## src/rtl/eeg_sched_pkg.sv

```systemverilog
// Shared definitions for the multi-channel EEG filter scheduler: FSM encoding,
// default sizing and packed-bus slicing helper.
package eeg_sched_pkg;

  localparam int N_CH_DEF = 8;
  localparam int DW_DEF   = 16;
  localparam int SW_DEF   = 32;

  typedef enum logic [1:0] {
    IDLE   = 2'd0,
    ISSUE  = 2'd1,
    WAIT   = 2'd2,
    OUTPUT = 2'd3
  } sched_state_e;

  // LSB position of channel ch inside a packed bus of w-bit lanes.
  function automatic int ch_lsb(input int ch, input int w);
    return ch * w;
  endfunction

endpackage

```

## src/rtl/eeg_rr_arbiter.sv

```systemverilog
// Combinational round-robin picker: first requesting channel strictly after
// last_grant, wrapping around (last_grant itself has the lowest priority).
module eeg_rr_arbiter
  import eeg_sched_pkg::*;
#(
  parameter  int N_CH = N_CH_DEF,
  localparam int CHW  = $clog2(N_CH)
) (
  input  logic [N_CH-1:0] req_i,
  input  logic [CHW-1:0]  last_grant_i,
  output logic [CHW-1:0]  grant_o,
  output logic            any_req_o
);

  logic [CHW-1:0] cand;

  // Walk from the farthest candidate to the nearest so the nearest request wins.
  always_comb begin
    grant_o   = '0;
    cand      = '0;
    any_req_o = |req_i;
    for (int i = N_CH; i >= 1; i--) begin
      cand = CHW'((int'(last_grant_i) + i) % N_CH);
      if (req_i[cand]) grant_o = cand;
    end
  end

endmodule

```

## src/rtl/eeg_filter_scheduler.sv

```systemverilog
// Shares one stateless HP+LP filter-step datapath across N_CH channels: buffers
// one sample per channel, issues round-robin with saved state, writes state back.
module eeg_filter_scheduler
  import eeg_sched_pkg::*;
#(
  parameter  int N_CH = N_CH_DEF,
  parameter  int DW   = DW_DEF,
  parameter  int SW   = SW_DEF,
  localparam int CHW  = $clog2(N_CH)
) (
  input  logic               clk,
  input  logic               rst_n,
  input  logic [N_CH-1:0]    ch_valid,
  input  logic [N_CH*DW-1:0] ch_data,
  input  logic               state_clr,
  input  logic [N_CH-1:0]    ovr_clr,
  output logic [N_CH-1:0]    overrun,
  output logic               f_start,
  output logic [DW-1:0]      f_x,
  output logic [SW-1:0]      f_hp_z,
  output logic [SW-1:0]      f_lp_z,
  input  logic               f_done,
  input  logic [SW-1:0]      f_hp_next,
  input  logic [SW-1:0]      f_lp_next,
  input  logic [DW-1:0]      f_y,
  output logic               out_valid,
  input  logic               out_ready,
  output logic [CHW-1:0]     out_ch,
  output logic [DW-1:0]      out_data,
  output logic               busy
);

  sched_state_e         state_q, state_d;
  logic [N_CH-1:0]      pending_q, pending_d;
  logic [N_CH-1:0]      overrun_q, overrun_d, ovr_set;
  logic signed [DW-1:0] hold_q [N_CH];
  logic signed [SW-1:0] hp_z_q [N_CH];
  logic signed [SW-1:0] lp_z_q [N_CH];
  logic [CHW-1:0]       last_grant_q, gch_q, arb_grant;
  logic                 arb_any, clr_req_q;
  logic                 clr_now, grant_now, wb_now, hs_now;
  logic                 f_start_q;
  logic signed [DW-1:0] gx_q;
  logic signed [SW-1:0] f_hp_z_q, f_lp_z_q;
  logic                 out_valid_q;
  logic [CHW-1:0]       out_ch_q;
  logic signed [DW-1:0] out_data_q;

  eeg_rr_arbiter #(.N_CH(N_CH)) u_arb (
    .req_i        (pending_q),
    .last_grant_i (last_grant_q),
    .grant_o      (arb_grant),
    .any_req_o    (arb_any)
  );

  // A queued state clear blocks the grant for the IDLE cycle it executes in.
  always_comb begin
    clr_now   = (state_q == IDLE) && clr_req_q;
    grant_now = (state_q == IDLE) && !clr_req_q && arb_any;
    wb_now    = (state_q == WAIT) && f_done;
    hs_now    = (state_q == OUTPUT) && out_valid_q && out_ready;
    state_d   = state_q;
    unique case (state_q)
      IDLE:    if (grant_now) state_d = ISSUE;
      ISSUE:   state_d = WAIT;
      WAIT:    if (f_done) state_d = OUTPUT;
      OUTPUT:  if (hs_now) state_d = IDLE;
      default: state_d = IDLE;
    endcase
  end

  // A sample arriving on the channel being granted is a fresh request, not an overrun.
  always_comb begin
    pending_d = pending_q;
    ovr_set   = '0;
    for (int i = 0; i < N_CH; i++) begin
      if (ch_valid[i]) begin
        pending_d[i] = 1'b1;
        ovr_set[i]   = pending_q[i] && !(grant_now && (arb_grant == CHW'(i)));
      end else if (grant_now && (arb_grant == CHW'(i))) begin
        pending_d[i] = 1'b0;
      end
    end
    overrun_d = (overrun_q & ~ovr_clr) | ovr_set;
  end

  always_ff @(posedge clk or negedge rst_n) begin
    if (!rst_n) begin
      state_q      <= IDLE;
      pending_q    <= '0;
      overrun_q    <= '0;
      last_grant_q <= CHW'(N_CH - 1);
      gch_q        <= '0;
      clr_req_q    <= 1'b0;
      f_start_q    <= 1'b0;
      gx_q         <= '0;
      f_hp_z_q     <= '0;
      f_lp_z_q     <= '0;
      out_valid_q  <= 1'b0;
      out_ch_q     <= '0;
      out_data_q   <= '0;
      for (int i = 0; i < N_CH; i++) begin
        hold_q[i] <= '0;
        hp_z_q[i] <= '0;
        lp_z_q[i] <= '0;
      end
    end else begin
      state_q   <= state_d;
      pending_q <= pending_d;
      overrun_q <= overrun_d;
      clr_req_q <= state_clr || (clr_req_q && !clr_now);
      f_start_q <= grant_now;
      for (int i = 0; i < N_CH; i++) begin
        if (ch_valid[i]) hold_q[i] <= ch_data[ch_lsb(i, DW) +: DW];
      end
      // Operands are captured at grant and held until the next grant.
      if (grant_now) begin
        gch_q    <= arb_grant;
        gx_q     <= hold_q[arb_grant];
        f_hp_z_q <= hp_z_q[arb_grant];
        f_lp_z_q <= lp_z_q[arb_grant];
      end
      if (wb_now) begin
        hp_z_q[gch_q] <= f_hp_next;
        lp_z_q[gch_q] <= f_lp_next;
        out_data_q    <= f_y;
        out_ch_q      <= gch_q;
        out_valid_q   <= 1'b1;
      end
      if (clr_now) begin
        for (int i = 0; i < N_CH; i++) begin
          hp_z_q[i] <= '0;
          lp_z_q[i] <= '0;
        end
      end
      if (hs_now) begin
        out_valid_q  <= 1'b0;
        last_grant_q <= gch_q;
      end
    end
  end

  assign overrun   = overrun_q;
  assign f_start   = f_start_q;
  assign f_x       = gx_q;
  assign f_hp_z    = f_hp_z_q;
  assign f_lp_z    = f_lp_z_q;
  assign out_valid = out_valid_q;
  assign out_ch    = out_ch_q;
  assign out_data  = out_data_q;
  assign busy      = (state_q != IDLE);

endmodule

```

## config.mk

```make
export PLATFORM = sky130hd
export DESIGN_NAME = eeg_filter_scheduler
export DESIGN_NICKNAME = d
export VERILOG_FILES = /design/src/rtl/eeg_sched_pkg.sv /design/src/rtl/eeg_rr_arbiter.sv /design/src/rtl/eeg_filter_scheduler.sv
export SDC_FILE = /design/constraint.sdc
export NUM_CORES = 1
export LEC_CHECK = 0
export ABC_CLOCK_PERIOD_IN_PS = 7150
export BUFFER_PORTS_ARGS = -buffer_cell sky130_fd_sc_hd__buf_2
export CAP_MARGIN = 20
export CORE_AREA = 2 2 407 368
export DETAILED_ROUTE_END_ITERATION = 10
export DIE_AREA = 0 0 409 370
export GPL_TIMING_DRIVEN = 0
export PLACE_DENSITY = 0.42
export RECOVER_POWER = 100
export SETUP_SLACK_MARGIN = 0.15
export SYNTH_ARGS = -nofsm -noshare
export SYNTH_HDL_FRONTEND = slang
export SYNTH_SLANG_ARGS = --single-unit
export TNS_END_PERCENT = 1
```

## constraint.sdc

```tcl
create_clock -name clk -period 7.15 [get_ports clk]
set_clock_uncertainty 0.2 [all_clocks]
set_input_delay 0 -clock clk [delete_from_list [all_inputs] [get_ports clk]]
set_output_delay 0 -clock clk [all_outputs]
set_load 0.05 [all_outputs]
```

==> metrics.md <==
| Metric | Value |
|---|---|
| Run status | finished with violations |
| Failing checks | max-capacitance violations, max-slew violations |
| Hold Startpoint | f_hp_next[30] |
| CP arrival | about 7.2 ns |
| Final WL | roughly 150000 um |
| Post-CTS setup buffers | 0 |
| Max Cap Violations | 2 |
| Gr busiest metal | met2 |
| Final #Nets | 5012 |
| Min-Delay Path Class | in2reg |
| Reg clk slew, reported paths | roughly 0.060 ns |
| Yosys reg bits | between 700 and 800 |
| Met1 Use GR | 28.0% |
| Clock buffer depth | 3 |
| H-tree depth | 3 |
| Sequential fraction of the synthesis area | a little over half |
| Vias | about 33000 |
| Leak | around 20 nW |
| DRC viols | 0 |
| VDD IR max | just over 0.2 mV |
| Die width | approximately 410 um |
| Crit path time final | about 6.8 ns |
| Number of synthesized flops with an enable pin | 0 |
| Worst-Margin Slew | around 5.5 ns |
| Critical R2R Launch | last_grant_q[1]$_DFFE_PN1P_ |
| Global-route wire length before repair | about 230000 um |
| Placed insts | 6156 |
| Crit. End Element | flop |
| Layout area overhead | 33.5% |
| Core Rows | between 100 and 150 |
| Number of buffers created by CTS | 95 |
| Achievable Freq | between 100 and 150 MHz |
| Die footprint | between 150000 and 200000 um2 |
| Synth Area per Inst | about 9.4 um2 |
| Max-slew headroom | -265% |
| DP Area | between 40000 and 50000 um2 |
| CP Class | reg2reg |
| Final Slew Violations | 190 |
| Post-synthesis async set-or-reset flop share | 100% |
| Iteration-0 DRC count of the detailed router | about 2500 |
| Distinct cells, synth | 59 |
| Synth Warn # | 0 |
| Fin area | roughly 49000 um2 |
| Core ar. | 147000 um2 |
| Global routing met2 resource utilization | between 30% and 40% |
| CTS tree | built |
| Synth Flop Type | dfrtp_1 |
| Initial core utilization | between 20% and 30% |
| Worst-Skew Late Latency | about 0.70 ns |
| Crit start category | flop |
| Final hold vios | 0 |
| Total GRT Usage | between 10% and 20% |
| Fin crit share | ~96% |
| PortBufs | 266 |
| Initial antenna violation count | 15 |
| Non-filler cells, final | 6835 |
| Final worst setup slack | 0.320 ns |
| PwrDens | 354 nW/um2 |
| CP required | 7.52 ns |
| First drt pass iteration count | 5 |
| Register-to-register setup slack | around 0.32 ns |
| CTS Sinks | approximately 770 |
| Die Ht | roughly 370 um |
| Routed vias/inst | roughly 4.8 |
| Area of the mapped netlist | around 37000 um2 |
| Post-route setup TNS | 0 ns |
| Layout cell share with drive strength beyond 1 | 11.9% |
| Hpwl dp | between 100000 and 150000 um |
| Mapped Nets | ~4100 |
| Cells after Synth | a little under 4000 |
| Largest net degree at the start of global routing | 106 |
| Antenna-violating nets left | 0 |
| Setup violations, final | 0 |
| Crit-path max FO | 10 |
| Worst setup slack after placement | -0.120 ns |
| GR Util met3 | ~3.8% |
| Worst setup path startpoint | last_grant_q[1]$_DFFE_PN1P_ |
| IO Pins | 339 |
| Routed len/inst | about 22 um |
| Vias in the first global route | ~33000 |
| Grt ovf | 0 |
| Overall Power | around 17 mW |
| Gp weighted congestion | between 0.8 and 0.9 |
| Clk root buf | clkbuf_16 |
| RSZ-0062 raised after global routing | yes |
-- kinds of logic (layout without fill, tap and decap cells) --
logic type	after synthesis	in the layout	synth area share [%]
AND/OR/NAND/NOR	1318	1318	14.3
AO/OA/AOI/OAI	974	974	15.6
flip-flops	766	766	52.4
buffers and inverters	415	1377	5.26
multiplexers	409	409	12.2
adder cells (fa/ha/maj)	6	6	0.205
XOR/XNOR	3	3	0.0718
other	0	10	0
-- cell type report --
type                       instances  area [um2]
tap                             1972        2470
antenna                           10        25.0
clock buffer                     147        2800
fill                           15241       98500
multi-input combinational       2710       15500
timing repair buffer             789        6500
sequential                       766       19200
inverter                          25        93.8
buffer                           390        1840
clock inverter                    26         447
-- layer usage --
metal	part of all wire (%)	wire length (um)	up-vias
li1	-	-	15260
met3	5.8	8890	194
met5	0.033	50	-
met4	2.7	4180	8
met2	45	68700	910
met1	47	71300	16335
-- critical path: stages (launching register included) --
cell	delay [ns]
dfstp_2	0.60
buf_2	0.26
clkbuf_1	0.45
clkinv_1	0.41
ha_1	0.39
buf_2	0.23
mux4_2	0.64
mux2i_1	0.32
clkbuf_2	0.53
o21ai_0	0.15
o221ai_1	0.41
or2_1	0.16
buf_2	0.42
clkdlybuf4s15_1	0.86
o22ai_1	0.25
or3_1	0.38
-- cell usage after synthesis, drive strengths merged (6+ instances only) --
cell	n	area share, %
a211oi	81	1.7
a21oi	518	7.1
buf	112	2.1
clkbuf	278	2.9
dfrtp	763	52
ha	6	0.21
inv	24	0.25
mux2	138	4.2
mux2i	256	7.0
mux4	15	0.92
nand2	1182	12
nand3	7	0.096
nor2	13	0.13
nor2b	6	0.10
nor3	6	0.082
o21ai	96	1.3
o22ai	170	2.9
o32ai	80	1.9
or3	83	1.4
-- per-stage QoR --
step	utilization (%)	hold slack, ns
after global routing	33.2	0.0368
after floorplan	-	-0.496
after global placement	27.4	-0.0151
final	33.2	0.0655
after detailed placement	27.8	-0.157
after CTS	33.4	0.00650
-- cells in the final DEF, fill, tap and decap left out, drive strengths merged, types with 15 or more instances in the layout --
cell,count
a211oi,81
a21oi,518
buf,269
clkbuf,560
dfrtp,763
dlygate4sd3,495
inv,25
mux2,138
mux2i,256
mux4,15
nand2,1182
o21ai,96
o22ai,170
o32ai,80
or3,83
-- flip-flops by register name, indices dropped and copies added (netlist names) --
signal,flops
clr_req_q,1
f_hp_z,32
f_lp_z,32
f_start,1
f_x,16
gch_q,3
hold_q,128
hp_z_q,256
last_grant_q,3
lp_z_q,256
out_ch,3
out_data,16
out_valid,1
overrun,8
pending_q,8
state_q,2
-- timing repair --
item	in CTS	in global routing
hold endpoints to repair	858	0
hold buffers	496	0
endpoints found under the setup margin	39	58
gates cloned	0	0
gates resized for setup	1	9
-- report_power, final --
group	leakage [nW]	internal [mW]	switching [mW]
clock network	1.58	3.08	2.04
logic	8.37	2.05	4.43
registers	10.2	5.13	0.576
-- path summary, 6_finish.rpt --
kind | cells after the start | endpoint
worst max-delay path | 15 | f_hp_z[30]$_DFFE_PN0P_
worst min-delay path | 4 | hp_z_q[254]$_DFFE_PN0P_
worst max register to register | 15 | f_hp_z[30]$_DFFE_PN0P_
worst min register to register | 2 | out_data[12]$_DFFE_PN0P_
max in group asynchronous | 6 | lp_z_q[53]$_DFFE_PN0P_
min in group asynchronous | 4 | hold_q[55]$_DFFE_PN0P_
Power figures use the tool's default switching activity.
